--- src/rtl/clint_timer_sched.sv ---
// Multiplexes NCH software timer channels onto the CLINT mtimecmp register.
// Scans a deadline table for the earliest armed channel and programs mtimecmp hi/lo/hi.
module clint_timer_sched #(
  parameter int          NCH           = 4,
  parameter int          CHW           = 2,
  parameter logic [31:0] MTIMECMP_ADDR = 32'h9000_0008
) (
  input  logic           clk,
  input  logic           resetb,
  input  logic           arm_valid,
  input  logic [CHW-1:0] arm_ch,
  input  logic [63:0]    arm_deadline,
  input  logic           disarm_valid,
  input  logic [CHW-1:0] disarm_ch,
  input  logic [NCH-1:0] pend_clr,
  output logic [NCH-1:0] irq_pend,
  output logic [NCH-1:0] armed,
  output logic           busy,
  output logic           wready,
  input  logic           wvalid,
  output logic [31:0]    waddr,
  output logic [31:0]    wdata,
  output logic [3:0]     wstrb,
  input  logic           timer_irq
);

  typedef enum logic [2:0] {SCAN, WR_HI0, WR_LO, WR_HI1, SETTLE, WAIT} state_t;

  state_t         state, state_nx;
  logic [63:0]    deadline [NCH];
  logic           dirty;
  logic [CHW-1:0] idx;
  logic [CHW-1:0] cur_ch;
  logic           cur_valid;
  logic [63:0]    min_dl;
  logic           settle_cnt;

  logic           arm_hit, disarm_hit, last_idx, fire, pend_set, scan_take;
  logic [63:0]    tgt;
  logic [NCH-1:0] armed_nx, pend_mask;
  logic           wready_nx;
  logic [31:0]    waddr_nx, wdata_nx;

  assign arm_hit    = arm_valid && (32'(arm_ch) < NCH);
  assign disarm_hit = disarm_valid && (32'(disarm_ch) < NCH);
  assign last_idx   = (32'(idx) == NCH - 1);
  assign tgt        = cur_valid ? min_dl : '1;
  assign fire       = (state == WAIT) && timer_irq && cur_valid;
  // A same-cycle arm of the expiring channel supersedes the expiry.
  assign pend_set   = fire && !(arm_hit && (arm_ch == cur_ch));
  assign scan_take  = armed[idx] && (!cur_valid || (deadline[idx] < min_dl));
  assign busy       = (state != WAIT);
  assign wstrb      = 4'hF;

  always_comb begin
    armed_nx  = armed;
    pend_mask = '0;
    if (pend_set) begin
      armed_nx[cur_ch]  = 1'b0;
      pend_mask[cur_ch] = 1'b1;
    end
    if (disarm_hit) armed_nx[disarm_ch] = 1'b0;
    if (arm_hit)    armed_nx[arm_ch]    = 1'b1;
  end

  always_comb begin
    state_nx  = state;
    wready_nx = 1'b0;
    waddr_nx  = waddr;
    wdata_nx  = wdata;
    case (state)
      SCAN:    if (last_idx) state_nx = WR_HI0;
      WR_HI0:  if (wready && wvalid) state_nx = WR_LO;
      WR_LO:   if (wready && wvalid) state_nx = WR_HI1;
      WR_HI1:  if (wready && wvalid) state_nx = SETTLE;
      SETTLE:  if (settle_cnt) state_nx = WAIT;
      WAIT:    if (fire || dirty) state_nx = SCAN;
      default: state_nx = SCAN;
    endcase
    // Write port outputs are registered alongside the state they belong to.
    case (state_nx)
      WR_HI0: begin
        wready_nx = 1'b1;
        waddr_nx  = MTIMECMP_ADDR + 32'd4;
        wdata_nx  = '1;
      end
      WR_LO: begin
        wready_nx = 1'b1;
        waddr_nx  = MTIMECMP_ADDR;
        wdata_nx  = tgt[31:0];
      end
      WR_HI1: begin
        wready_nx = 1'b1;
        waddr_nx  = MTIMECMP_ADDR + 32'd4;
        wdata_nx  = tgt[63:32];
      end
      default: ;
    endcase
  end

  always_ff @(posedge clk or negedge resetb) begin
    if (!resetb) begin
      state      <= SCAN;
      dirty      <= 1'b1;
      idx        <= '0;
      cur_ch     <= '0;
      cur_valid  <= 1'b0;
      min_dl     <= '0;
      settle_cnt <= 1'b0;
      armed      <= '0;
      irq_pend   <= '0;
      wready     <= 1'b0;
      waddr      <= '0;
      wdata      <= '0;
      for (int unsigned i = 0; i < NCH; i++) deadline[i] <= '0;
    end else begin
      state      <= state_nx;
      wready     <= wready_nx;
      waddr      <= waddr_nx;
      wdata      <= wdata_nx;
      armed      <= armed_nx;
      irq_pend   <= (irq_pend & ~pend_clr) | pend_mask;
      settle_cnt <= (state == SETTLE) ? !settle_cnt : 1'b0;
      // First scan cycle consumes dirty; new requests in that cycle re-set it.
      dirty <= (dirty && !((state == SCAN) && (idx == '0))) || arm_hit || disarm_hit;
      if (arm_hit) deadline[arm_ch] <= arm_deadline;
      if (state == SCAN) begin
        idx <= last_idx ? '0 : idx + 1'b1;
        if (idx == '0) begin
          cur_valid <= armed[idx];
          cur_ch    <= idx;
          min_dl    <= deadline[idx];
        end else if (scan_take) begin
          cur_valid <= 1'b1;
          cur_ch    <= idx;
          min_dl    <= deadline[idx];
        end
      end
    end
  end

endmodule

--- config.mk ---
export PLATFORM = sky130hd
export DESIGN_NAME = clint_timer_sched
export DESIGN_NICKNAME = d
export VERILOG_FILES = /design/src/rtl/clint_timer_sched.sv
export SDC_FILE = /design/constraint.sdc
export NUM_CORES = 1
export LEC_CHECK = 0
export ABC_AREA = 0
export CAP_MARGIN = 15
export CORE_MARGIN = 2
export CORE_UTILIZATION = 45
export DETAILED_ROUTE_END_ITERATION = 10
export MAX_ROUTING_LAYER = met4
export PLACE_DENSITY = 0.67
export SYNTH_ARGS = -nofsm -noshare
export SYNTH_HDL_FRONTEND = slang
export SYNTH_SLANG_ARGS = --single-unit
export TNS_END_PERCENT = 30
--- constraint.sdc ---
create_clock -name clk -period 4.25 [get_ports clk]
set_clock_uncertainty 0.2 [all_clocks]
set_input_delay 0.85 -clock clk [delete_from_list [all_inputs] [get_ports clk]]
set_output_delay 0.85 -clock clk [all_outputs]
set_load 0.02 [all_outputs]
==> out/metrics.cfg, run 1 <==
[run]
cap_violations = 0

[pwr]
p_clk_share_pct = 22.5
seqPwrFrac_pct = 33.5
leakage_uw = 0.00899
power_uw = 16000
power_density_nw_per_um2 = 766
p_sw_uw = 5610
pwr-share-comb_pct = 44.0
netSwitchingFraction_pct = 35.1
power.internal_uw = 10400
ir_drop_mv = 0.476

[floorplan]
row_count = 72
ios = 156
die-area_um2 = 40900
coreArea_um2 = 38700
die_h_um = 202
start_util_pct = 45.7
dieWidth_um = 202

[worst_setup_path]
arrival_ns = 4.18
critPathKind = flop to flop
start_kind = flop
crit_path_end_kind = flop
required_ns = 4.45
critPathMaxFanout = 28

[route]
drt_iter0_drc = 588
drc_errors = 0
ant_nets = 0
num_vias = 10600
drt_first_pass_iters = 5
routed_wirelength_um = 39900
viasPerCell = 5.46
wl_per_cell_um = 20.6

[timing]
whs_ns = 0.106
final_max_slew_viol_count = 0
finalCritPeriodShare_pct = 93.6
setup_violations = 0
rsz0062_at_grt = no
max_freq_ghz = 0.251
relSlewSlack_pct = 49.8
period_needed_ns = 3.98
finalHoldViolCount = 0
fin_setup_tns_ns = 0
tightest_slew_ns = 0.753

[synthesis]
synth.area.top_cells = dfrtp_1 (53%), mux2_2 (18%), mux4_2 (8.3%)
netlist_area_um2 = 17700
yosys.area.top_type_share_pct = 52.6
yosysSeqAreaShare_pct = 52.8
synth_edf_count = 0
ys_ff_latch = 373
yosys.area.top_type = dfrtp_1
syn_avg_cell_area_um2 = 14.0
syn_inst = 1260
synth_top_flop_cell = dfrtp_1
ys_types = 54
synthArstFlopShare_pct = 100
yosysWarningCount = 0

[placement]
gp_congestion = 0.840
port_buffers = 123
hpwl_um = 27300

[global_route]
grt_pass1_vias = 11100
grtUsageTotal_pct = 20.6
grt_overflow_total = 0
grt_pass1_wl_um = 63800
grt_max_degree = 93
antenna_found_initial = 2

[clocking]
cts.sinks = 373
htreeDepth = 2
cts_hold_buf = 0
clock_path_buffers = 3
cts_tree = done
cts-buffers-inserted = 42
cts_root_buf = clkbuf_16
postCtsSetupBuffers = 0
clock_latency_ns = 0.54
clkTransAtPathRegs_ns = 0.06

[min_path]
hp-class = input port to async pin

[final_layout]
drive_above_1_share_pct = 34.8
final_cell_mix = dfrtp_1 (370), mux2_2 (282), clkdlybuf4s50_1 (122)
nets = 1527
area_growth_syn_to_layout_pct = 17.9
fin_util_pct = 53.9
final_common_cell = dfrtp_1

[status]
status = finished, final reports clean

[layer usage]
metal | vias to the layer above | track usage [%] | part of all wire, %
met2 | 182 | 31.5 | 47
met1 | 5555 | 28.9 | 48
met3 | 53 | 3.42 | 3.8
met5 | - | - | 0
li1 | 4763 | - | -
met4 | 0 | 4.72 | 1.7
[timing repair]
item | CTS | global route
pin swaps | 0 | 0
gates resized for setup | 1 | 1
endpoints found under the setup margin | 21 | 7
[cell families (layout without fill, tap and decap cells)]
group,after synthesis,after routing,share of synthesized area (%)
xor gates and xnor gates,2,2,0.0990
buffers and inverters,173,295,4.75
AOI/OAI and AO/OA,134,134,4.80
muxes,387,387,29.6
other,2,35,0.0424
and+or+nand+nor,124,124,3.34
adders and majority gates,65,65,4.60
DFF,373,373,52.8
[area by class of cell]
cell class,count,area (µm²)
Clock inverter,11,139
Tap cell,518,648
Antenna cell,3,7.51
Inverter,72,270
Sequential cell,373,9340
Timing Repair Buffer,151,1570
Multi-Input combinational cell,744,7660
Clock buffer,61,1230
Fill cell,3208,17900
[power by group through the flow]
stage	clock network, µW	logic, µW	registers [µW]
after detailed placement	0	7020	5410
after CTS	3680	7080	5360
final	3600	7030	5360
after global routing	3840	7670	5480
after global placement	0	6860	5370
after floorplan	0	5060	5270
[registers in the layout, indices dropped and copies added (netlist names)]
register    flops
deadline      256
min_dl         64
wdata          32
armed           4
irq_pend        4
state           3
cur_ch          2
idx             2
waddr           2
cur_valid       1
dirty           1
settle_cnt      1
wready          1
[worst paths after layout]
| check | start | to | slack, ns | cells past startpoint |
|---|---|---|---|---|
| max | idx[0] | min_dl[1] | 0.27 | 11 |
| min | resetb | min_dl[4] | 0.11 | 1 |
| max reg2reg | idx[0] | min_dl[1] | 0.27 | 11 |
| min reg2reg | settle_cnt | settle_cnt | 0.23 | 1 |
| max in group asynchronous | resetb | wdata[14] | 2.68 | 2 |
| min in group clk | settle_cnt | settle_cnt | 0.23 | 1 |
[critical path, stage by stage, from the launching register on]
cell       delay (ns)
dfrtp_4          0.53
buf_12           0.23
mux4_2           0.58
ha_1             0.35
a21oi_1          0.17
nand2_1          0.09
a2111oi_2        0.47
buf_4            0.19
nand4_1          0.13
a31oi_4          0.26
buf_12           0.27
mux2_2           0.36
[synthesized netlist by cell type (all sizes together), types with 3 or more instances]
cell and count:
nand2b 3, nor3b 5, nand2 30, a31oi 3, a21oi 53, buf 50, dfrtp 372, a22oi 32
mux2 322, nor3 4, clkbuf 51, nand4 12, inv 72, ha 65, nor2 44, a21o 7
mux4 65, a211oi 6, o21ai 17, nand3 11, nand3b 3
[through the flow]
| step | setup WS (ns) | std cells | instance area (µm²) |
|---|---|---|---|
| after floorplan | 0.290 | 1290 | 17800 |
| after global placement | 0.0842 | 1858 | 19500 |
| after detailed placement | 0.000493 | 1858 | 19500 |
| after CTS | 0.0716 | 1930 | 20900 |
| after global routing | 0.0625 | 1932 | 20900 |
| final | 0.271 | 1933 | 20900 |
Power figures use the tool's default switching activity.
==> inputs of run 2 (changes only) <==
--- a/config.mk
+++ b/config.mk
@@ -12,6 +12,7 @@
 export DETAILED_ROUTE_END_ITERATION = 10
 export MAX_ROUTING_LAYER = met4
 export PLACE_DENSITY = 0.67
+export SLEW_MARGIN = 20
 export SYNTH_ARGS = -nofsm -noshare
 export SYNTH_HDL_FRONTEND = slang
 export SYNTH_SLANG_ARGS = --single-unit
==> results of run 2 <==
The final DEF is identical to that of run 1; final timing and power are the same.
==> RTL change 1: new RTL, settings of run 2 <==
Set the parameter `NCH` to 8 (it was 4).
--- a/src/rtl/clint_timer_sched.sv
+++ b/src/rtl/clint_timer_sched.sv
@@ -1,7 +1,7 @@
 // Multiplexes NCH software timer channels onto the CLINT mtimecmp register.
 // Scans a deadline table for the earliest armed channel and programs mtimecmp hi/lo/hi.
 module clint_timer_sched #(
-  parameter int          NCH           = 4,
+  parameter int          NCH           = 8,
   parameter int          CHW           = 2,
   parameter logic [31:0] MTIMECMP_ADDR = 32'h9000_0008
 ) (
Ports: changed (resized armed, irq_pend and pend_clr); port bits go from 156 to 168. The function was not compared with the original's and may differ.
==> RTL change 1 against run 2 <==
- area after synthesis up 10%
- fmax down 0.95%
- global-route usage up 3.6 points
- wire length up 30%
- synthesized cell count up 42%
- worst setup slack worse by 38 ps
- sequential cell count up 4
- cell area up 9.4%
- total power up 10%
- clock power up 5.6%
- critical path type unchanged
- largest power group unchanged
- highest routed layer unchanged
==> RTL change 1: results <==
set metrics [dict create \
    outcome "complete, no violations" \
    postSynth.asyncResetShare_pct 100.0 \
    cts_max_level 2 \
    synth_cell_type_count 57 \
    path_max_fanout 92 \
    clk_pin_slew_ps 60 \
    cts_buffers 43 \
    crit_path_start "idx[0]$_DFFE_PN0P_" \
    worst_pin_slew_ps 951.6 \
    hold_class "input pin to async pin" \
    layout-drive-gt1-share_pct 19.91 \
    pre_cts_ws_ps 285.9 \
    vias 14650 \
    nFillCells 3661 \
    synth.area.top_cells "dfrtp_1 (48%), mux2_2 (11%), mux4_2 (7.5%), nand2_1 (6.7%), a221oi_1 (4.4%)" \
    synth-compound-area-share_pct 9.749 \
    post_cts_resized 0 \
    yosys.area_share.adder_pct 4.102 \
    design_area_um2 22820 \
    gp_congestion 0.8806 \
    port_buffers 131 \
    track_usage_pct 24.14 \
    regToRegSetupSlack_ps 230 \
    place_area_um2 21370 \
    drt_iter0_markers 1464 \
    seq_cell_power_mw 5.28 \
    yosysSeqAreaShare_pct 48.33 \
    yosysWarnings 0 \
    synth_edf_count 0 \
    drt_pass1_iterations 6 \
    setup.worst_path.end "min_dl[27]$_DFFE_PN0P_" \
    clock.fmax_mhz 248.9 \
    nets 2017 \
    yosys-mux-area-fraction_pct 18.63 \
    leakage_nw 10.00 \
    pg_comb_mw 8.55 \
    power_frac_seq_pct 29.9 \
    arrival_ps 4230 \
    synth_xor_area_share_pct 0.08973 \
    postCtsSetupBuffers 0 \
    worstRegToRegCells 11 \
    wl_per_cell_um 20.88 \
    p_switching_mw 7.199 \
    grt_antenna_before_repair 2 \
    grt_max_degree 93 \
    place_hpwl_mm 33.52 \
    clock_latency_ps 560 \
    ir_worst_vdd_v 0.0006429 \
    grt_first_pass_wirelength_mm 81.95 \
    synth_top_cells_by_count "dfrtp_1 (376), nand2_1 (350), mux2_2 (192), nor2_1 (135)" \
    synth.most_common_cell "dfrtp_1" \
]
[RTL change 1: cell types whose count changed after synthesis, moves of 20 or more]
cell	change
a21oi_1	-22
a221oi_1	+97
a22oi_1	-32
and3_1	+65
clkbuf_1	+46
mux2_2	-90
mux2_4	-40
nand2_1	+320
nor2_1	+91
o311ai_0	+46
o311ai_1	+20
[RTL change 1: area by class of cell]
| cell class | count | share of cell area, % |
|---|---|---|
| Tap cell | 585 | 3.207 |
| Inverter | 73 | 1.201 |
| Multi-Input combinational cell | 1209 | 40.06 |
| Clock buffer | 65 | 5.701 |
| Antenna cell | 2 | 0.02193 |
| Timing Repair Buffer | 167 | 7.828 |
| Clock inverter | 8 | 0.6249 |
| Sequential cell | 377 | 41.36 |
[RTL change 1: cell families after synthesis]
group,count (synthesis)
buf+inv,241
other cells,2
compound gates,240
mux,258
simple gates,609
flops,377
xor+xnor,2
fa+ha+maj,64
[RTL change 1: critical path, cell delays in order (launching register included)]
cell and delay, ps:
dfrtp_4 440, buf_12 270, mux4_2 610, ha_1 340, a211oi_1 190, o21ai_0 120, o221a_2 290, o41a_1 440
o21ai_4 210, buf_12 370, a221oi_1 150, o311ai_0 140
[RTL change 1: layer usage]
| layer | part of all wire [%] | global-route usage (%) | wire, um |
|---|---|---|---|
| met5 | 0 | - | 0 |
| met4 | 3.2 | 8.753 | 1665 |
| met3 | 6.7 | 4.387 | 3502 |
| met2 | 47 | 37.31 | 24520 |
| met1 | 43 | 32.09 | 22210 |
[RTL change 1: per-stage QoR]
step           hold slack [ps]  instances
6_report                 80.60       2486
5_1_grt                  116.8       2486
4_1_cts                  85.56       2484
3_5_place_dp             223.7       2411
3_3_place_gp             223.5       2411
2_1_floorplan            207.5       1827
==> RTL change 2: new RTL, flow settings as in run 2 <==
Without the edit above. Encoding of `state_t`: now one-hot (6 bits for 6 states).
--- a/src/rtl/clint_timer_sched.sv
+++ b/src/rtl/clint_timer_sched.sv
@@ -24,7 +24,7 @@
   input  logic           timer_irq
 );
 
-  typedef enum logic [2:0] {SCAN, WR_HI0, WR_LO, WR_HI1, SETTLE, WAIT} state_t;
+  typedef enum logic [5:0] {SCAN = 6'b000001, WR_HI0 = 6'b000010, WR_LO = 6'b000100, WR_HI1 = 6'b001000, SETTLE = 6'b010000, WAIT = 6'b100000} state_t;
 
   state_t         state, state_nx;
   logic [63:0]    deadline [NCH];
Behaviour: same outputs for any inputs over 4 cycles, from zero or initial values and one cycle with resetb low; so few cycles prove little.
==> RTL change 2 against run 2 <==
- cell area rose by 1.5%
- area after synthesis rose by 1.2%
- worst setup slack got worse by 67 ps
- first-iteration DRC count rose by 11%
- core utilization fell by 0.20 points
- non-clock buffer count rose by 5
- wire length rose by 6.6%
- sequential cell count rose by 3
- synthesized cell count rose by 9.9%
- total power fell by 5.2%
- die area rose by 1.1%
- highest routed layer unchanged
==> RTL change 2: results <==
set metrics [dict create \
    synth_top_cells_by_count "dfrtp_1 (374), nand2_1 (222), mux2_2 (218), inv_1 (76)" \
    path_max_fanout 39 \
    port_buffers 123 \
    wl_mm 42.54 \
    layout-drive-gt1-share_pct 27.93 \
    via_per_inst 5.470 \
    place_hpwl_mm 28.80 \
    cts_max_level 2 \
    r2r-start "idx[0]$_DFFE_PN0P_" \
    setup.worst_path.class "flip-flop to flip-flop" \
    synth_xor_area_share_pct 0.04892 \
    ir_worst_vdd_v 0.0008503 \
    pre_cts_ws_ps 143.8 \
    wl_per_cell_um 20.64 \
    nets 1651 \
    top_regs "deadline x256, min_dl x64, wdata x32" \
    arrival_ps 4260 \
    diodes 0 \
    leakage_nw 9.443 \
    syn2layout_area_growth_pct 18.30 \
    postSynth.asyncResetShare_pct 100.0 \
    synth-compound-area-share_pct 5.836 \
    synth_cell_type_count 57 \
    grt_first_pass_wirelength_mm 67.81 \
    drt_pass1_iterations 5 \
    worst_pin_slew_ps 819.9 \
    track_usage_pct 21.78 \
    placed_cells 1989 \
    yosysWarnings 0 \
    grt-ovfl-total 0 \
    post_cts_resized 0 \
    nFillCells 3310 \
    outcome "complete, no violations" \
    grt_pass1_vias 11840 \
    clock_latency_ps 540 \
    yosys.area_share.adder_pct 4.543 \
    synth_top_area_share_pct 52.28 \
    grt_max_degree 95 \
    synth.area.top_cells "dfrtp_1 (52%), mux2_2 (14%), mux4_2 (8.2%), nand2_1 (4.7%), ha_1 (4.5%)" \
    cts_buffer_depth 3 \
    grt_antenna_before_repair 0 \
    yosysSeqAreaShare_pct 52.57 \
    cts_buffers 42 \
    syn_inst 1385 \
    root_buffer "clkbuf_16" \
    drt_iter0_markers 652 \
    yosys-mux-area-fraction_pct 25.24 \
    gp_congestion 0.8854 \
    postCtsSetupBuffers 0 \
    clk_pin_slew_ps 60 \
    power.internal_mw 10.09 \
    place_area_um2 19840 \
]
[RTL change 2: per-layer routing]
metal	wire length [um]	GRT usage [%]	up-vias
met3	1974	3.020	42
met5	0	-	-
met1	19550	30.30	5842
met4	752	4.953	0
li1	-	-	5111
met2	20260	34.29	279
[RTL change 2: critical path, cell delays in order (launching register included)]
cell and delay, ps:
dfrtp_4 530, buf_12 200, buf_4 190, mux4_2 570, ha_1 330, nand2_1 70, nor2_1 140, nand3_1 200
nor4_2 370, o21ai_1 170, a31oi_4 240, buf_12 300, mux2_2 380
[RTL change 2: layout make-up]
cell class / count / area share (%)
multi-input cells: 856 / 36.72
clock inverters: 10 / 0.5081
inverters: 76 / 1.347
repair buffers: 156 / 8.070
clock buffers: 62 / 5.795
flip-flops and latches: 376 / 44.46
well taps: 525 / 3.102
[RTL change 2: power groups by stage]
stage	Sequential (mW)	Clock [mW]	Combinational [mW]
floorplan	5.12	0	4.62
global placement	5.30	0	6.18
detailed placement	5.33	0	6.35
CTS	5.28	3.59	6.38
global route	5.39	3.76	6.92
finish	5.29	3.52	6.34
[RTL change 2: worst paths after layout]
path,end,slack [ps],cells past startpoint
setup / recovery,min_dl[14]$_DFFE_PN0P_,200,12
hold / removal,deadline[39]$_DFFE_PN0P_,170,1
setup reg to reg,min_dl[14]$_DFFE_PN0P_,200,12
hold reg to reg,deadline[175]$_DFFE_PN0P_,270,2
max in group asynchronous,wdata[27]$_DFFE_PN0P_,2610,2
min in group clk,deadline[175]$_DFFE_PN0P_,270,2
[RTL change 2: cells by family (layout without fill, tap and decap cells)]
group	Yosys count	after routing
adders and majority gates	65	65
and+or+nand+nor	289	289
AOI/OAI and AO/OA	146	146
DFF	376	376
buffers and inverters	183	304
muxes	323	323
other	2	32
xor gates and xnor gates	1	1
